## src/rtl/idc_pkg.sv

```systemverilog
// Shared definitions for the IDC ID-frame generator and checker.
package idc_pkg;

  localparam int ID_LEN_DEF = 10;

  typedef enum logic {
    COLLECT = 1'b0,
    CHECK   = 1'b1
  } idc_gen_state_e;

  // Returns {t[2:0], u[3:0]}: tens and ones digit of a 6-bit symbol.
  function automatic logic [6:0] digit_split(input logic [5:0] v);
    logic [2:0] t;
    logic [3:0] u;
    t = 3'(v / 6'd10);
    u = 4'(v % 6'd10);
    return {t, u};
  endfunction

  function automatic logic [5:0] check_digit(input logic [3:0] acc);
    return (acc == 4'd0) ? 6'd0 : (6'd10 - 6'(acc));
  endfunction

endpackage

```

## src/rtl/idc_weight_acc.sv

```systemverilog
// One step of the IDC checksum: next = (acc + t + (u*w) % 10) % 10.
module idc_weight_acc
  import idc_pkg::*;
#(
  parameter int WW = 4
) (
  input  logic [5:0]    sym,
  input  logic [WW-1:0] weight,
  input  logic [3:0]    acc,
  output logic [3:0]    next_acc
);

  localparam int PW = WW + 4;

  logic [6:0]    tu;
  logic [2:0]    t;
  logic [3:0]    u;
  logic [PW-1:0] prod;
  logic [4:0]    sum;

  // Worst case sum is 9 + 6 + 9 = 24, so 5 bits hold it before the final mod.
  always_comb begin
    tu       = digit_split(sym);
    t        = tu[6:4];
    u        = tu[3:0];
    prod     = PW'(u) * PW'(weight);
    sum      = 5'(acc) + 5'(t) + 5'(prod % PW'(10));
    next_acc = 4'(sum % 5'd10);
  end

endmodule

```

## src/rtl/idc_gen.sv

```systemverilog
// IDC check-symbol generator: forwards ID_LEN-1 payload symbols, then appends
// the check symbol with out_last, on valid/ready streams with back-pressure.
module idc_gen
  import idc_pkg::*;
#(
  parameter int ID_LEN = ID_LEN_DEF
) (
  input  logic       clk,
  input  logic       rst,
  input  logic       in_valid,
  input  logic [5:0] in_id,
  output logic       in_ready,
  output logic       out_valid,
  output logic [5:0] out_id,
  output logic       out_last,
  input  logic       out_ready
);

  localparam int CW = $clog2(ID_LEN);
  localparam int WW = $clog2(ID_LEN + 1);

  localparam logic ST_COLLECT = COLLECT;
  localparam logic ST_CHECK   = CHECK;

  logic          state;
  logic [CW-1:0] cnt;
  logic [3:0]    acc;
  logic [3:0]    next_acc;
  logic [WW-1:0] weight;
  logic          slot_free;
  logic          in_xfer;

  assign slot_free = !out_valid || out_ready;
  assign in_ready  = (state == ST_COLLECT) && slot_free;
  assign in_xfer   = in_valid && in_ready;
  assign weight    = WW'(ID_LEN) - WW'(cnt);

  idc_weight_acc #(
    .WW(WW)
  ) u_weight_acc (
    .sym      (in_id),
    .weight   (weight),
    .acc      (acc),
    .next_acc (next_acc)
  );

  // The check symbol is loaded as soon as the last payload leaves the output
  // register, so a stalled output simply holds everything in place.
  always_ff @(posedge clk) begin
    if (rst) begin
      state     <= ST_COLLECT;
      cnt       <= '0;
      acc       <= 4'd0;
      out_valid <= 1'b0;
      out_id    <= 6'd0;
      out_last  <= 1'b0;
    end else if (state == ST_COLLECT) begin
      if (in_xfer) begin
        out_id    <= in_id;
        out_valid <= 1'b1;
        out_last  <= 1'b0;
        acc       <= next_acc;
        cnt       <= cnt + 1'b1;
        if (cnt == CW'(ID_LEN - 2)) begin
          state <= ST_CHECK;
        end
      end else if (out_ready) begin
        out_valid <= 1'b0;
        out_last  <= 1'b0;
      end
    end else if (slot_free) begin
      out_id    <= check_digit(acc);
      out_valid <= 1'b1;
      out_last  <= 1'b1;
      acc       <= 4'd0;
      cnt       <= '0;
      state     <= ST_COLLECT;
    end
  end

endmodule

```

## config.mk

```make
export PLATFORM = sky130hd
export DESIGN_NAME = idc_gen
export DESIGN_NICKNAME = d
export VERILOG_FILES = /design/src/rtl/idc_pkg.sv /design/src/rtl/idc_weight_acc.sv /design/src/rtl/idc_gen.sv
export SDC_FILE = /design/constraint.sdc
export NUM_CORES = 1
export LEC_CHECK = 0
export ABC_AREA = 1
export ABC_CLOCK_PERIOD_IN_PS = 11100
export CAP_MARGIN = 40
export CORE_MARGIN = 2
export CORE_UTILIZATION = 40
export CTS_CLUSTER_SIZE = 40
export DETAILED_ROUTE_END_ITERATION = 6
export HOLD_SLACK_MARGIN = 0.06
export PLACE_DENSITY = 0.62
export SYNTH_ARGS = -nofsm -noshare
export SYNTH_HDL_FRONTEND = slang
export SYNTH_HIERARCHICAL = 1
export SYNTH_SLANG_ARGS = --single-unit
export TNS_END_PERCENT = 5
```

## constraint.sdc

```tcl
create_clock -name clk -period 11.1 [get_ports clk]
set_input_delay 2.22 -clock clk [delete_from_list [all_inputs] [get_ports clk]]
set_output_delay 2.22 -clock clk [all_outputs]
set_load 0.005 [all_outputs]
```

* After elaboration in Yosys (flattened, before gate mapping) *
Index checks and enable logic that the tools add are counted.

storage, ports and cells
  latch bits = 0
  RAM bits = 0
  memories kept = 0
  bits in registers = 17
  memory bits (read-only) = 0
  bits of input ports = 10
  output and inout port bits = 9

cells by class
  $mul = 1
  divide/modulo/power cells = 4
  muxes and demuxes = 19
  magnitude comparators = 0
  reduce and logical (&&, ||, !) cells = 9
  eq/ne operators = 2
  shift-type cells = 0
  add/subtract/negate cells = 5
  bitwise operators = 1

operator list
  kind                   count
  $mux W6                4
  $mux W4                5
  $mux W1                10
  $mod A8 B4 Y8 const B  1
  $mul A4 B4 Y8          1
  $div A6 B4 Y6 const B  1
  $mod A6 B4 Y6 const B  1
  $add A4 B3 Y5          1
  $add A5 B5 Y5          1
  $mod A5 B4 Y5 const B  1
  $sub A4 B4 Y5 const A  1
  $add A4 B1 Y4 const B  1
  $eq A4 B4 Y1 const B   1
  $logic_not A4 Y1       1
  $reduce_and A2 Y1      2
  $sub A4 B4 Y4 const A  1
  $reduce_bool A3 Y1     1
  $logic_and A1 B1 Y1    2
  $ne A2 B1 Y1 const B   1
  $reduce_bool A2 Y1     1
  $logic_not A1 Y1       1
  $logic_or A1 B1 Y1     1
  $not A1 Y1             1

* Logic depth before layout (Yosys ltp) *
  word-level depth = 7
  depth in mapped cells = 61
  mapped depth without buffers = 61

* Hierarchy *
The synthesis kept the hierarchy.

modules (own cells, without submodules)
  module          cells an instance  sequential area each (µm²)  instances  area an instance (µm²)
  idc_weight_acc  223                0.0                         1          1,438.9
  idc_gen         125                340.3                       1          847.1

* Worst setup path before layout *
No wires, ideal clock.

  path kind = input to register
  start point = in in_id[3]
  end point = reg acc[1]
  data required time = 10,968 ps
  slack = 852 ps
  stages on the path = 54
  data arrival time = 10,116 ps
  cell sequence = o21ai_2 xor2_1 nor2_1 o21ai_2 inv_1 nand2_1 inv_1 nor2_1 inv_1 o21ai_0 o211ai_1 xor2_1 or2_1 fa_1 fa_1 inv_1 fa_1 nand3_1 (+18 left out) ha_1 nand2_1 nand2_1 fa_1 inv_1 fa_1 xor2_1 inv_1 ha_1 o21ai_0 xor2_1 inv_1 ha_1 o31ai_1 nand2_1 xor2_1 nand2_1 a21oi_1

between the ends
  longest elaborated chain between the ends = 7
  elaborated cells between the ends (all ways) = 9
  those cells by class = add/sub: 2; mul: 1; div: 4; mux: 2

RTL lines
  item                    RTL line              RTL
  start: declaration      idc_gen.sv:11         input logic [5:0] in_id,
  $mod A6 B4 Y6           idc_pkg.sv:16         u = 4'(v % 6'd10);
  $mul A4 B4 Y8           idc_weight_acc.sv:26  prod = PW'(u) * PW'(weight);
  $mod A8 B4 Y8           idc_weight_acc.sv:27  sum = 5'(acc) + 5'(t) + 5'(prod % PW'(10));
  $add A5 B5 Y5 (*)       idc_weight_acc.sv:27
  $mod A5 B4 Y5 (*)       idc_weight_acc.sv:28  next_acc = 4'(sum % 5'd10);
  net next_acc[1]         idc_gen.sv:28         logic [3:0] next_acc;
  $mux W4 (*)             idc_gen.sv:58         if (in_xfer) begin
  $mux W4 (*)             idc_gen.sv:57         end else if (state == ST_COLLECT) begin
  end signal: assignment  idc_gen.sv:62         acc <= next_acc;
  end: declaration        idc_gen.sv:27         logic [3:0] acc;

The timed path passes the listed nets; every way through them passes the cells marked *. The select of a mux whose other input is x is not followed.
A chain may end at the register's enable or synchronous reset.

* Final worst setup path *
  start point = in in_id[2]
  end point = reg acc[3]

Same word-level chain as after synthesis.

==> PnR_summary.wiki <==
{| class="wikitable"
! Metric !! Value
|-
| First-pass DRT Iterations || 4
|-
| Vias in the first global route || roughly 1900
|-
| Cell family contributing the most delay on the critical path || adder cells
|-
| Buffers & Inverters on Critical Path || 10
|-
| Number of flops mapped to enable cells by yosys || 0
|-
| DR vias || about 2100
|-
| Cell with the largest stage delay on the worst path || clkdlybuf4s50_1
|-
| Final sum of negative setup slack || 0 ns
|-
| Xor-xnor portion of the synthesized cell area || 4.21%
|-
| Final-report setup violation count || 0
|-
| HP Class || flip-flop to flip-flop
|-
| First-pass GRT wire length || around 7.9 mm
|-
| Share of the synthesized area in the top cell type || 14.9%
|-
| Number of top-level pins || 19
|-
| Cell area after synthesis || 2290 µm²
|-
| Register clock-pin slew on the reported worst setup and hold paths || roughly 0.070 ns
|-
| Transition at the pin with the smallest max-transition slack || 0.467 ns
|-
| Final weighted congestion in routability-driven placement || ~0.74
|-
| Finished Cell Area || ~2700 µm²
|-
| Most frequent standard cell in the layout excluding fill and tap cells || nand2_1
|-
| Post-route minimum period || a little over 10 ns
|-
| Growth of design area from synthesis to finish || 17.7%
|-
| Total cell area at the placement stage || ~2600 µm²
|-
| Detailed placement HPWL || 3.63 mm
|-
| Top achievable clock speed || around 0.098 GHz
|-
| H-tree depth || 1
|-
| Residual antenna-violating net count after detailed routing || 0
|-
| Post-Syn Area per Cell || between 6 and 7 µm²
|-
| Maximum fanout count along the critical path || 7
|-
| Startpoint Class || input pin
|-
| Post-route DRC violation count || 0
|-
| Maximum number of pins on one net before global-route repair || 14
|-
| Start point of the worst hold path || out_id[0]
|-
| Layout filler cell count || around 560
|-
| Endpoint required time on the critical path || 11.28 ns
|-
| Area share of fa/ha/maj cells after synthesis || approximately a fifth
|-
| Remaining Overflow, GRT || 0
|-
| Startpoint of the worst-slack reg-to-reg timing path || cnt[0]
|-
| Routed WL per cell || 9.82 µm
|-
| Number of violations of the max-capacitance limit || 0
|-
| Most frequent cell on the critical path || nand2_1
|-
| Layout Nets || between 400 and 500
|-
| Most frequent cells in the layout || 87 x nand2_1, 56 x inv_1, 29 x nor2_1, 24 x nand3_1, 24 x ha_1
|-
| Worst setup EP type || flip-flop
|-
| Antenna Cells || 0
|-
| Simple-gate share of the synthesized area || 36.9%
|-
| Total number of yosys warnings || 6
|-
| Cts bufs inserted || 3
|-
| Arrival time of the worst setup path || between 10 and 15 ns
|-
| Synthesis-stage register bit count || 17
|-
| Compound-gate portion of the synthesized area || roughly an eighth
|-
| Synth Instances || around 350
|-
| Category of the most critical setup path || input pin to flip-flop
|-
| Die area || around 6300 µm²
|-
| Placement row count || 27
|-
| Height of the die || 79.6 µm
|-
| Final worst-path cycle share || between 90% and 100%
|-
| Ratio of routed vias to standard cells || about 4.7
|-
| Global router's overall resource usage || between 10 and 15%
|-
| Number of antenna violations at the first check in global routing || 0
|-
| Max transition margin || between 60% and 70%
|-
| Biggest cell delay along the critical path || around 0.6 ns
|-
| Nets in the synthesized netlist || between 300 and 400
|-
| Fin. Hold Viols || 0
|-
| Initial standard-cell utilization of the core || between 40% and 50%
|-
| Dpl cells || 440
|-
| Final worst clock skew || between 0.002 and 0.0025 ns
|-
| Area leader, netlist || dfxtp_1
|-
| Most instantiated flip-flop cell in the synthesis netlist || dfxtp_1
|-
| Unrepaired setup endpoints after global routing || no
|-
| Mux cell area share after synthesis || 0%
|-
| Clk Tree Root Cell || clkbuf_8
|-
| Drt first-iter violations || 93
|-
| Top area cells in the synthesized netlist || dfxtp_1 15%, nand2_1 14%, ha_1 13%, inv_1 9.2%, fa_1 7.0%
|-
| Sequential area share after synthesis || ~15%
|-
| Clock insertion delay at the later pin of the skew report || approximately 0.25 ns
|-
| Max Buffers Root-to-Sink || 2
|-
| Die Span X || 79.6 µm
|-
| Unique cell type count in the Yosys netlist || 34
|-
| Layout cells sized above 1 || around 18%
|-
| Area of combinational cells with multiple inputs || 1710 µm²
|-
| Routed wire length || ~4.4 mm
|-
| Final std cells w/o fill || roughly 450
|-
| Final Slew Violations || 0
|-
| Fraction of registers with async set/reset || 0%
|-
| Status || finished, final reports clean
|-
| Clock tree from TritonCTS || done
|-
| Beginning of the critical path || in_id[2]
|-
| Main combinational cell family by area after synthesis || simple AND/OR/NAND/NOR gates
|-
| TritonCTS sink count || 17
|-
| Footprint of the flip-flops and latches || 340 µm²
|-
| Core ar. || 5510 µm²
|-
| PortBufs || 18
|}
==> per-layer routing <==
layer / vias up / track usage (%) / wire [µm]
met4: 0 / 1.55 / 17
met5: - / 0 / 0
met3: 2 / 2.71 / 102
met1: 959 / 20.4 / 2160
li1: 1136 / - / -
met2: 19 / 25.5 / 2130
==> state kept, by name, summed over array words and instances (netlist names) <==
signal / flops
cnt: 4
acc: 4
state: 1
out_id: 6
out_last: 1
out_valid: 1
==> worst reg2reg max path: cells and delay by family, from the launching register on <==
family          cells  cell delay, ns
fa+ha+maj           9            3.23
simple gates       22            2.02
xor+xnor            4            0.79
compound gates      4            0.64
flops               1            0.48
buf+inv             6            0.48
==> kinds of logic after synthesis <==
logic type | after synthesis
buffers and inverters | 68
adder cells (fa/ha/maj) | 32
AND/OR/NAND/NOR | 177
AO/OA/AOI/OAI | 43
flip-flops | 17
XOR/XNOR | 11
==> through the flow <==
step / util [%] / worst slack (ns) / hold WS (ns)
after global placement: 46.6 / -0.0256 / 0.458
final: 48.9 / 0.848 / 0.466
after floorplan: - / 0.852 / 0.460
after detailed placement: 46.6 / -0.137 / 0.458
after CTS: 47.5 / 0.0852 / 0.469
after global routing: 48.9 / 0.106 / 0.509
==> final cells by class <==
| cell class | count | area share, % |
|---|---|---|
| clock buffers | 3 | 1.53 |
| clock inverters | 1 | 0.186 |
| inverters | 65 | 9.07 |
| multi-input cells | 263 | 63.7 |
| flip-flops and latches | 17 | 12.7 |
| well taps | 72 | 3.35 |
| repair buffers | 27 | 9.49 |
==> cell usage after synthesis, types with 2 or more instances <==
cell type  count
fa_1           8
xor2_1        10
inv_1         56
nand2_1       87
dfxtp_1       17
buf_6          2
nand2_4        4
nand3_1       25
nand2_2       18
nand3_4        2
a21oi_2        2
ha_1          24
nand3_2        5
a21oi_1       20
o21ai_0       11
o21ai_2        2
nor2_1        31
inv_2          8
==> final timing paths <==
path	end	slack (ns)	depth (start not counted)
setup reg to reg	acc[3]	3.38	45
hold / removal	out_id[0]	0.47	2
hold reg to reg	out_id[0]	0.47	2
setup / recovery	acc[3]	0.85	55
==> repair_timing <==
action                                 in CTS  in global routing
setup endpoints to repair                   0                  3
endpoints found under the hold margin       0                  0
hold buffers                                0                  0
gates resized for setup                     0                 16
buffers inserted                            0                  4
Power is left out: the tool's default activity adds up to more than one toggle a clock period on the data nets, which glitch-free logic cannot reach.
